===== config.mk =====
export PLATFORM = sky130hd
export DESIGN_NAME = crc_sequencer
export DESIGN_NICKNAME = d
export VERILOG_FILES = /design/src/rtl/crc_sequencer.sv
export SDC_FILE = /design/constraint.sdc
export NUM_CORES = 1
export LEC_CHECK = 0
export ABC_AREA = 1
export BUFFER_PORTS_ARGS = -buffer_cell sky130_fd_sc_hd__buf_2
export CAP_MARGIN = 20
export CORE_UTILIZATION = 45
export DETAILED_ROUTE_END_ITERATION = 10
export MAX_ROUTING_LAYER = met4
export PLACE_DENSITY = 0.71
export SLEW_MARGIN = 20
export SYNTH_ARGS = -nofsm -noshare
export SYNTH_HDL_FRONTEND = slang
export SYNTH_SLANG_ARGS = --single-unit

===== constraint.sdc =====
create_clock -name clock -period 3.7 [get_ports clock]
set_input_delay 0 -clock clock [delete_from_list [all_inputs] [get_ports clock]]
set_output_delay 0 -clock clock [all_outputs]
set_load 0.005 [all_outputs]

===== src/rtl/crc_sequencer.sv =====
// Serialises a WIDTH-bit message MSB-first into an external CRC engine and returns its FEC; define CRC_SEQ_TIMEOUT_EN for a bounded WAIT.
// Start pulse 1 cycle after acceptance, bits in the next WIDTH cycles; in_ready only in IDLE, result held until out_ready.
module crc_sequencer #(
    parameter int WIDTH   = 48,
    parameter int TIMEOUT = 64
) (
    input  logic             clock,
    input  logic             reset,
    input  logic             in_valid,
    input  logic [WIDTH-1:0] in_word,
    output logic             in_ready,
    output logic             crc_start,
    output logic             crc_data,
    input  logic             crc_done,
    input  logic [WIDTH-1:0] crc_fec,
    output logic             out_valid,
    input  logic             out_ready,
    output logic [WIDTH-1:0] fec_out,
    output logic             out_err
);
    localparam int CW = (WIDTH > 1) ? $clog2(WIDTH) : 1;
    localparam logic [CW-1:0] CNT_LAST = CW'(WIDTH - 1);

    typedef enum logic [2:0] {IDLE, START, SHIFT, WAIT, RESULT} state_t;

    state_t           state_q, state_d;
    logic [WIDTH-1:0] sreg_q, sreg_d;
    logic [CW-1:0]    cnt_q, cnt_d;
    logic             done_q, done_d;
    logic [WIDTH-1:0] fec_q, fec_d;
`ifdef CRC_SEQ_TIMEOUT_EN
    localparam int TW = (TIMEOUT > 1) ? $clog2(TIMEOUT) : 1;
    localparam logic [TW-1:0] WAIT_LAST = TW'(TIMEOUT - 1);
    logic [TW-1:0]    wcnt_q, wcnt_d;
    logic             err_q, err_d;
`endif

    always_comb begin
        state_d   = state_q;
        sreg_d    = sreg_q;
        cnt_d     = cnt_q;
        done_d    = done_q;
        fec_d     = fec_q;
`ifdef CRC_SEQ_TIMEOUT_EN
        wcnt_d    = wcnt_q;
        err_d     = err_q;
`endif
        crc_start = 1'b0;
        crc_data  = 1'b0;
        in_ready  = (state_q == IDLE);
        out_valid = (state_q == RESULT);

        // The engine may finish while bits are still streaming; remember it for WAIT.
        if ((state_q == SHIFT || state_q == WAIT) && crc_done) begin
            done_d = 1'b1;
        end

        case (state_q)
            IDLE: begin
                if (in_valid) begin
                    sreg_d  = in_word;
                    done_d  = 1'b0;
                    state_d = START;
                end
            end
            START: begin
                crc_start = 1'b1;
                cnt_d     = '0;
                state_d   = SHIFT;
            end
            SHIFT: begin
                crc_data = sreg_q[WIDTH-1];
                sreg_d   = sreg_q << 1;
                cnt_d    = cnt_q + 1'b1;
                if (cnt_q == CNT_LAST) begin
                    state_d = WAIT;
`ifdef CRC_SEQ_TIMEOUT_EN
                    wcnt_d  = '0;
`endif
                end
            end
            WAIT: begin
                if (done_q || crc_done) begin
                    fec_d   = crc_fec;
`ifdef CRC_SEQ_TIMEOUT_EN
                    err_d   = 1'b0;
`endif
                    state_d = RESULT;
                end
`ifdef CRC_SEQ_TIMEOUT_EN
                else if (wcnt_q == WAIT_LAST) begin
                    fec_d   = '0;
                    err_d   = 1'b1;
                    state_d = RESULT;
                end else begin
                    wcnt_d = wcnt_q + 1'b1;
                end
`endif
            end
            RESULT: begin
                if (out_ready) begin
                    state_d = IDLE;
                end
            end
            default: state_d = IDLE;
        endcase
    end

    assign fec_out = fec_q;
`ifdef CRC_SEQ_TIMEOUT_EN
    assign out_err = err_q;
`else
    assign out_err = 1'b0;
`endif

    always_ff @(posedge clock) begin
        if (reset) begin
            state_q <= IDLE;
            sreg_q  <= '0;
            cnt_q   <= '0;
            done_q  <= 1'b0;
            fec_q   <= '0;
`ifdef CRC_SEQ_TIMEOUT_EN
            wcnt_q  <= '0;
            err_q   <= 1'b0;
`endif
        end else begin
            state_q <= state_d;
            sreg_q  <= sreg_d;
            cnt_q   <= cnt_d;
            done_q  <= done_d;
            fec_q   <= fec_d;
`ifdef CRC_SEQ_TIMEOUT_EN
            wcnt_q  <= wcnt_d;
            err_q   <= err_d;
`endif
        end
    end

    always_ff @(posedge clock) begin
        assert (WIDTH > 1 && TIMEOUT > 0);
    end
endmodule


# ---- After elaboration in Yosys (flattened, before gate mapping)
# Index checks and enable logic that the tools add are counted.
# Widths: inputs -> output; s select.
dict set report word_totals {
  regBits 106
  in_bits 101
  output_inout_bits 53
  elab_cells 37
}
dict set report op_classes {
  addsub 1
  eq_ne 9
  mux 13
  n_reduce_logical 9
}
# cell count
set op_table {}
lappend op_table {{$pmux 48 s2} 1}
lappend op_table {{$mux 48} 1}
lappend op_table {{$pmux 3 s5} 1}
lappend op_table {{$mux 3} 4}
lappend op_table {{$pmux 6 s2} 1}
lappend op_table {{$add 6x1->6 const B} 1}
lappend op_table {{$eq 3x2->1 const B} 2}
lappend op_table {{$eq 6x6->1 const B} 1}
lappend op_table {{$ne 2x1->1 const B} 3}
lappend op_table {{$mux 1} 5}
lappend op_table {{$reduce_and 2->1} 2}
lappend op_table {{$reduce_and 4->1} 1}
lappend op_table {{$reduce_bool 2->1} 2}
lappend op_table {{$eq 3x1->1 const B} 1}
lappend op_table {{$eq 3x3->1 const B} 1}
lappend op_table {{$logic_not 3->1} 1}
lappend op_table {{$logic_or 1x1->1} 2}
lappend op_table {{$ne 2x2->1 const B} 1}
lappend op_table {{$logic_and 1x1->1} 1}

# ---- Logic depth before layout (Yosys ltp)
# Gate-level depths: netlist of run 1.
dict set report depth {
  depth_word 6
  depth_mapped 8
  mapped_depth_nobuf 8
}

# ---- Worst setup path before layout of run 1
# No wires, ideal clock.
dict set report synth_timing {
  path_kind {register to register}
  startpoint {register state_q[1]}
  endpoint {register sreg_q[42]}
  arrival_time_ns 1.127
  t_required_ns 3.583
  path_slack_ns 2.456
  path_stages_with_launch 8
  synth_period_minus_slack_ns 1.244
  cell_sequence {dfxtp_1 > buf_2 > o21ai_2 > inv_2 > buf_4 > buf_6 > o21ai_0 > nor2_1}
}
dict set report synth_via {
  elab_chain_cells 3
  elab_cells_between_ends 6
  classes_between {eq/ne: 2; mux: 1; reduce/logical: 3}
}
# item line
set synth_rtl {}
lappend synth_rtl {{from (decl)} 26} ;# state_t state_q, state_d;
lappend synth_rtl {{from (signal assigned)} 128} ;# state_q <= state_d;
lappend synth_rtl {{$eq 3x2->1 / $logic_not 3->1 (equally long branches)} 58} ;# case (state_q)
lappend synth_rtl {{$reduce_bool 2->1 (no source line) / $ne 2x2->1 (equally long branches)} n/a}
lappend synth_rtl {{$reduce_and 2->1 (no source line)} n/a}
lappend synth_rtl {{to (signal assigned)} 129} ;# sreg_q <= sreg_d;
lappend synth_rtl {{to (decl)} 27} ;# logic [WIDTH-1:0] sreg_q, sreg_d;
# Several ways; a longest one is shown, not always the timed one.
# A chain may end at the register's enable or synchronous reset.

# ---- Worst setup path after layout of run 1
dict set report layout_timing {
  startpoint {register state_q[1]}
  endpoint {register state_q[2]}
}
dict set report layout_via {
  elab_chain_cells 3
  elab_cells_between_ends 11
  classes_between {eq/ne: 8; mux: 1; reduce/logical: 2}
}
# item line
set layout_rtl {}
lappend layout_rtl {{$eq 3x2->1 (tied with other cells)} 58}
lappend layout_rtl {{$ne 2x1->1 (no source line) / $ne 2x2->1 (equally long branches)} n/a}
lappend layout_rtl {{$reduce_and 4->1 (no source line)} n/a}
# Several ways; a longest one is shown, not always the timed one.

==> results of run 1 <==
[state kept, by name, indices dropped and copies added (netlist names)]
| register | flops |
|---|---|
| done_q | 1 |
| fec_out | 48 |
| sreg_q | 48 |
| cnt_q | 6 |
| state_q | 3 |
[cell type report]
class | count | share of cell area
inverters | 22 | 0.01325
multi-input cells | 484 | 0.3200
flip-flops and latches | 106 | 0.3305
clock buffers | 10 | 0.02144
well taps | 133 | 0.02592
clock inverters | 6 | 0.01130
repair buffers | 255 | 0.2775
[path summary, 6_finish.rpt]
| check | startpoint | endpoint | slack, ps | cells past startpoint |
|---|---|---|---|---|
| setup / recovery | state_q[1] | state_q[2] | 1200 | 6 |
| hold / removal | crc_done | done_q | 120 | 5 |
| setup reg to reg | state_q[1] | state_q[2] | 1200 | 6 |
| hold reg to reg | sreg_q[16] | sreg_q[17] | 470 | 2 |
[metal layers]
| metal | share of wire | vias up | GRT usage |
|---|---|---|---|
| met3 | 0.059 | 26 | 0.03899 |
| met1 | 0.44 | 2204 | 0.2765 |
| met5 | 0 | - | - |
| met2 | 0.48 | 198 | 0.4166 |
| li1 | - | 2487 | - |
| met4 | 0.023 | 0 | 0.09780 |
[through the flow]
step	total power [mW]	setup WS, ps
5_1_grt	3.453	1023
2_1_floorplan	2.221	2456
4_1_cts	3.241	1209
3_5_place_dp	2.416	1663
3_3_place_gp	2.384	1742
6_report	3.222	1198
[placed cells by master, fill, tap and decap left out, types with 2 or more instances in the layout]
master,instances
dlygate4sd3_1,99
nor2_2,9
nand2_1,158
dfxtp_1,106
inv_2,3
o21ai_0,63
inv_6,2
clkinv_4,2
buf_2,152
clkbuf_8,10
nor2_1,189
nor2_4,2
inv_1,18
o21ai_1,34
nand3_1,6
a21oi_1,7
nor3_1,3
buf_4,4
a31oi_1,3
a21oi_2,2
[tightest hold or removal path: stages]
cell and delay, ps:
buf_2 80, nor2_1 70, inv_1 70, nand2_1 50, a211oi_1 160
[power by group through the flow]
stage | Combinational, mW | Sequential (mW) | Clock, mW
global placement | 0.884 | 1.50 | 0
finish | 0.993 | 1.49 | 0.742
global route | 1.13 | 1.51 | 0.809
floorplan | 0.739 | 1.48 | 0
CTS | 0.992 | 1.48 | 0.764
detailed placement | 0.909 | 1.51 | 0
[kinds of logic after synthesis]
| logic type | count (synthesis) | share of synthesized area |
|---|---|---|
| and+or+nand+nor | 369 | 0.3185 |
| AOI/OAI and AO/OA | 113 | 0.1298 |
| DFF | 106 | 0.4685 |
| buffers and inverters | 65 | 0.07956 |
| adders and majority gates | 1 | 0.002762 |
| other | 1 | 0.0008279 |
[what timing repair did]
item                                    in CTS  in global routing
endpoints found under the hold margin      102                  0
endpoints found under the setup margin       0                  0
hold buffers                                99                  0
==> results.json, run 1 <==
{
  "p_sw_frac": 0.3511,
  "diodes": 0,
  "design_area_um2": 6420,
  "setup_violations": 0,
  "crit_chain": "nand3_2 -> nor2_4 -> buf_4 -> inv_2 -> a21oi_2 -> dlygate4sd3_1",
  "maxSlewViolCount": 0,
  "path_max_fanout": 49,
  "syn2layout_area_growth_pct": 41.74,
  "clkPwrFrac": 0.230,
  "maxSlewHeadroom": 0.4004,
  "fillers": 836,
  "vias_per_cell": 4.838,
  "critPathKind": "reg -> reg",
  "ios": 154,
  "route.detailed.drc": 0,
  "die_height_um": 102.3,
  "grt_max_degree": 88,
  "wirelength_um": 12410,
  "synth_flop_cell": "dfxtp_1",
  "core_um2": 9774,
  "port_buffers": 152,
  "gp_congestion": 0.7999,
  "drtAntennaViolNets": 0,
  "vias": 4915,
  "wl_per_cell_um": 12.21,
  "dpl_cell_area_um2": 5219,
  "maxCapViolCount": 0,
  "multiInputGateArea_um2": 2054,
  "max_freq_mhz": 399.7,
  "layout.cells.non_filler": 1016,
  "yosysTopAreaCell": "dfxtp_1",
  "cts_tree": "done",
  "crit_arrival_ps": 2800,
  "finalCritPeriodShare": 0.6762,
  "cp-end-kind": "register",
  "async_flop_share": 0,
  "yosysMostFrequentCell": "nor2_1",
  "fp-row-count": 36,
  "ys_warn_count": 0,
  "synthCells": 655,
  "dpl.hpwl_um": 6684,
  "netlist.area_leader.share": 0.4685,
  "finalClockSkew_ps": 10.49,
  "power_density_nw_per_um2": 501.8,
  "worstMarginPinSlew_ps": 898.1,
  "start_util": 0.4634,
  "grt-ovfl-total": 0,
  "cp_slowest_cell": "dlygate4sd3_1",
  "slowest_delay_ps": 560,
  "path_delay_family": "buffers and inverters",
  "grt_pass1_vias": 4694,
  "worstSetupStartpointType": "register",
  "cts.repair.resized": 0,
  "synth_nets": 757,
  "finalSetupTns_ps": 0,
  "internal-power_mw": 2.091,
  "grt_usage": 0.2407,
  "antenna_found_initial": 0,
  "cts_buffers": 9,
  "cts_setup_buffers": 0,
  "drive_gt1_frac": 0.2174,
  "drtPass1Iterations": 5,
  "crit_buf_inv": 3,
  "cts_sinks": 106,
  "synth_area_leaders": "dfxtp_1, nor2_1, nand2_1",
  "p_seq_frac": 0.461,
  "dieWidth_um": 102.3,
  "utilization": 0.6568,
  "cts.clk_slew.worst_paths_ps": 110,
  "vdd_drop_max_uv": 229.4,
  "clock_path_buffers": 2,
  "synth_enable_flop_cells": 0,
  "synth.cell_area_um2": 4529,
  "worst_skew_pair.late_latency_ps": 360,
  "synth_cell_types": 27,
  "hold_viol_final": 0,
  "htree_levels": 3,
  "dp.cells": 901,
  "syn-mean-instance-area_um2": 6.915,
  "ys_ff_latch": 106,
  "first_iter_violations": 216,
  "grt_pass1_wl_um": 19670,
  "dieArea_um2": 10470,
  "p_leak_nw": 3.205,
  "status": "complete, no violations",
  "fin_crit_ps": 2502,
  "hold_class": "in -> reg",
  "layout.nets": 980,
  "p_comb_frac": 0.308,
  "crit_required_ps": 4000,
  "regArea_um2": 2122,
  "p_switching_mw": 1.131,
  "synth_seq_area_share": 0.4685,
  "yosys-top-cells-count": "nor2_1, nand2_1, dfxtp_1",
  "whs_ps": 120.9,
  "rsz0062_at_grt": "no",
  "cts_root_buf": "clkbuf_8"
}
Note: power is estimated with default switching activity, not from simulation.
==> inputs of run 2 (changes only) <==
--- a/config.mk
+++ b/config.mk
@@ -11,7 +11,7 @@
 export CORE_UTILIZATION = 45
 export DETAILED_ROUTE_END_ITERATION = 10
 export MAX_ROUTING_LAYER = met4
-export PLACE_DENSITY = 0.71
+export PLACE_DENSITY = 0.74
 export SLEW_MARGIN = 20
 export SYNTH_ARGS = -nofsm -noshare
 export SYNTH_HDL_FRONTEND = slang
==> constraint.sdc (replaced) <==
create_clock -name clock -period 2.2 [get_ports clock]
set_input_delay 0 -clock clock [delete_from_list [all_inputs] [get_ports clock]]
set_output_delay 0 -clock clock [all_outputs]
set_load 0.005 [all_outputs]
==> results.json, run 2 (same netlist as run 1, synthesis figures left out) <==
{
  "power_density_nw_per_um2": 817.3,
  "syn2layout_area_growth_pct": 41.46,
  "p_leak_nw": 3.205,
  "cts_buffers": 9,
  "fin_crit_ps": 1843,
  "grt_pass1_wl_um": 19980,
  "critPathKind": "reg -> reg",
  "htree_levels": 3,
  "cp-end-kind": "register",
  "hold_viol_final": 0,
  "maxSlewHeadroom": 0.4706,
  "route.detailed.drc": 0,
  "gp_congestion": 0.7720,
  "drtAntennaViolNets": 0,
  "worstMarginPinSlew_ps": 792.9,
  "cts_setup_buffers": 0,
  "maxCapViolCount": 0,
  "rsz0062_at_grt": "no",
  "setup_violations": 0,
  "start_util": 0.4634,
  "dp.cells": 904,
  "vias": 4896,
  "clock_path_buffers": 2,
  "core_um2": 9774,
  "crit_required_ps": 2450,
  "dieWidth_um": 102.3,
  "fp-row-count": 36,
  "diodes": 0,
  "cts_sinks": 106,
  "finalClockSkew_ps": 7.150,
  "max_freq_mhz": 542.5,
  "grt_pass1_vias": 4558,
  "vias_per_cell": 4.805,
  "grt_usage": 0.2475,
  "first_iter_violations": 173,
  "grt-ovfl-total": 0,
  "antenna_found_initial": 0,
  "ios": 154,
  "worst_skew_pair.late_latency_ps": 350,
  "final_cell_mix": "nor2_1, nand2_1, buf_2, dfxtp_1, dlygate4sd3_1",
  "path_max_fanout": 49,
  "cts_root_buf": "clkbuf_8",
  "wirelength_um": 12730,
  "maxSlewViolCount": 0,
  "wl_per_cell_um": 12.49,
  "port_buffers": 152,
  "drtPass1Iterations": 4,
  "vdd_drop_max_uv": 426.6,
  "hold_class": "in -> reg",
  "dieArea_um2": 10470,
  "cts_tree": "done",
  "dpl.hpwl_um": 6917,
  "worstSetupStartpointType": "register",
  "crit_arrival_ps": 2090,
  "finalSetupTns_ps": 0,
  "cts.clk_slew.worst_paths_ps": 100,
  "grt_max_degree": 56,
  "die_height_um": 102.3,
  "layout.cells.non_filler": 1019,
  "finalCritPeriodShare": 0.8379,
  "layout.nets": 983,
  "status": "complete, no violations",
  "final_common_cell": "nor2_1",
  "drive_gt1_frac": 0.2178
}
## run 2: report_power, final
| part | switching (mW) | total (mW) | leakage [nW] | internal, mW |
|---|---|---|---|---|
| Sequential | 0.211 | 2.51 | 0.867 | 2.30 |
| Combinational | 1.02 | 1.69 | 2.25 | 0.664 |
| Clock | 0.629 | 1.04 | 0.0831 | 0.410 |
## run 2: worst max-delay path, cell delays in order (launching register included)
cell	delay, ps
dfxtp_1	400
inv_1	110
nand3_2	100
nor2_4	50
inv_4	390
a21oi_2	100
dlygate4sd3_1	570
## run 2: metrics by stage
stage,area (um^2),utilization,hold slack [ps],setup slack [ps],power [mW]
global route,6407,0.6555,146.5,254.2,5.622
detailed placement,5251,0.5373,228.1,568.7,4.074
CTS,6405,0.6553,103.3,123.4,5.251
finish,6407,0.6555,114.5,356.6,5.237
floorplan,4529,-,62.44,956.3,3.735
global placement,5251,0.5373,220.1,638.7,4.013
## run 2: final timing paths
check                   from          to  cells past startpoint  slack (ps)
hold / removal      crc_done      done_q                      5         110
hold reg to reg   sreg_q[16]  sreg_q[17]                      2         470
setup / recovery  state_q[2]  state_q[2]                      6         360
setup reg to reg  state_q[2]  state_q[2]                      6         360
## run 2: routing by layer
layer	GRT usage	routed length (um)	vias to the layer above
li1	-	-	2493
met1	0.2830	5517	2201
met2	0.4295	6261	181
met3	0.04788	762	21
met4	0.08901	184	0
met5	-	0	-
## run 2: repair_timing
| item | CTS | global route |
|---|---|---|
| hold endpoints to repair | 102 | 0 |
| setup endpoints to repair | 0 | 1 |
| hold buffers | 99 | 0 |
| resized for setup | 0 | 2 |
## run 2: final cells by class
class / count / area (um^2)
inverters: 22 / 85.08
clock buffers: 11 / 131.4
fillers: 841 / 3367
multi-input cells: 484 / 2054
flip-flops and latches: 106 / 2122
well taps: 133 / 166.4
clock inverters: 5 / 31.28
repair buffers: 258 / 1817
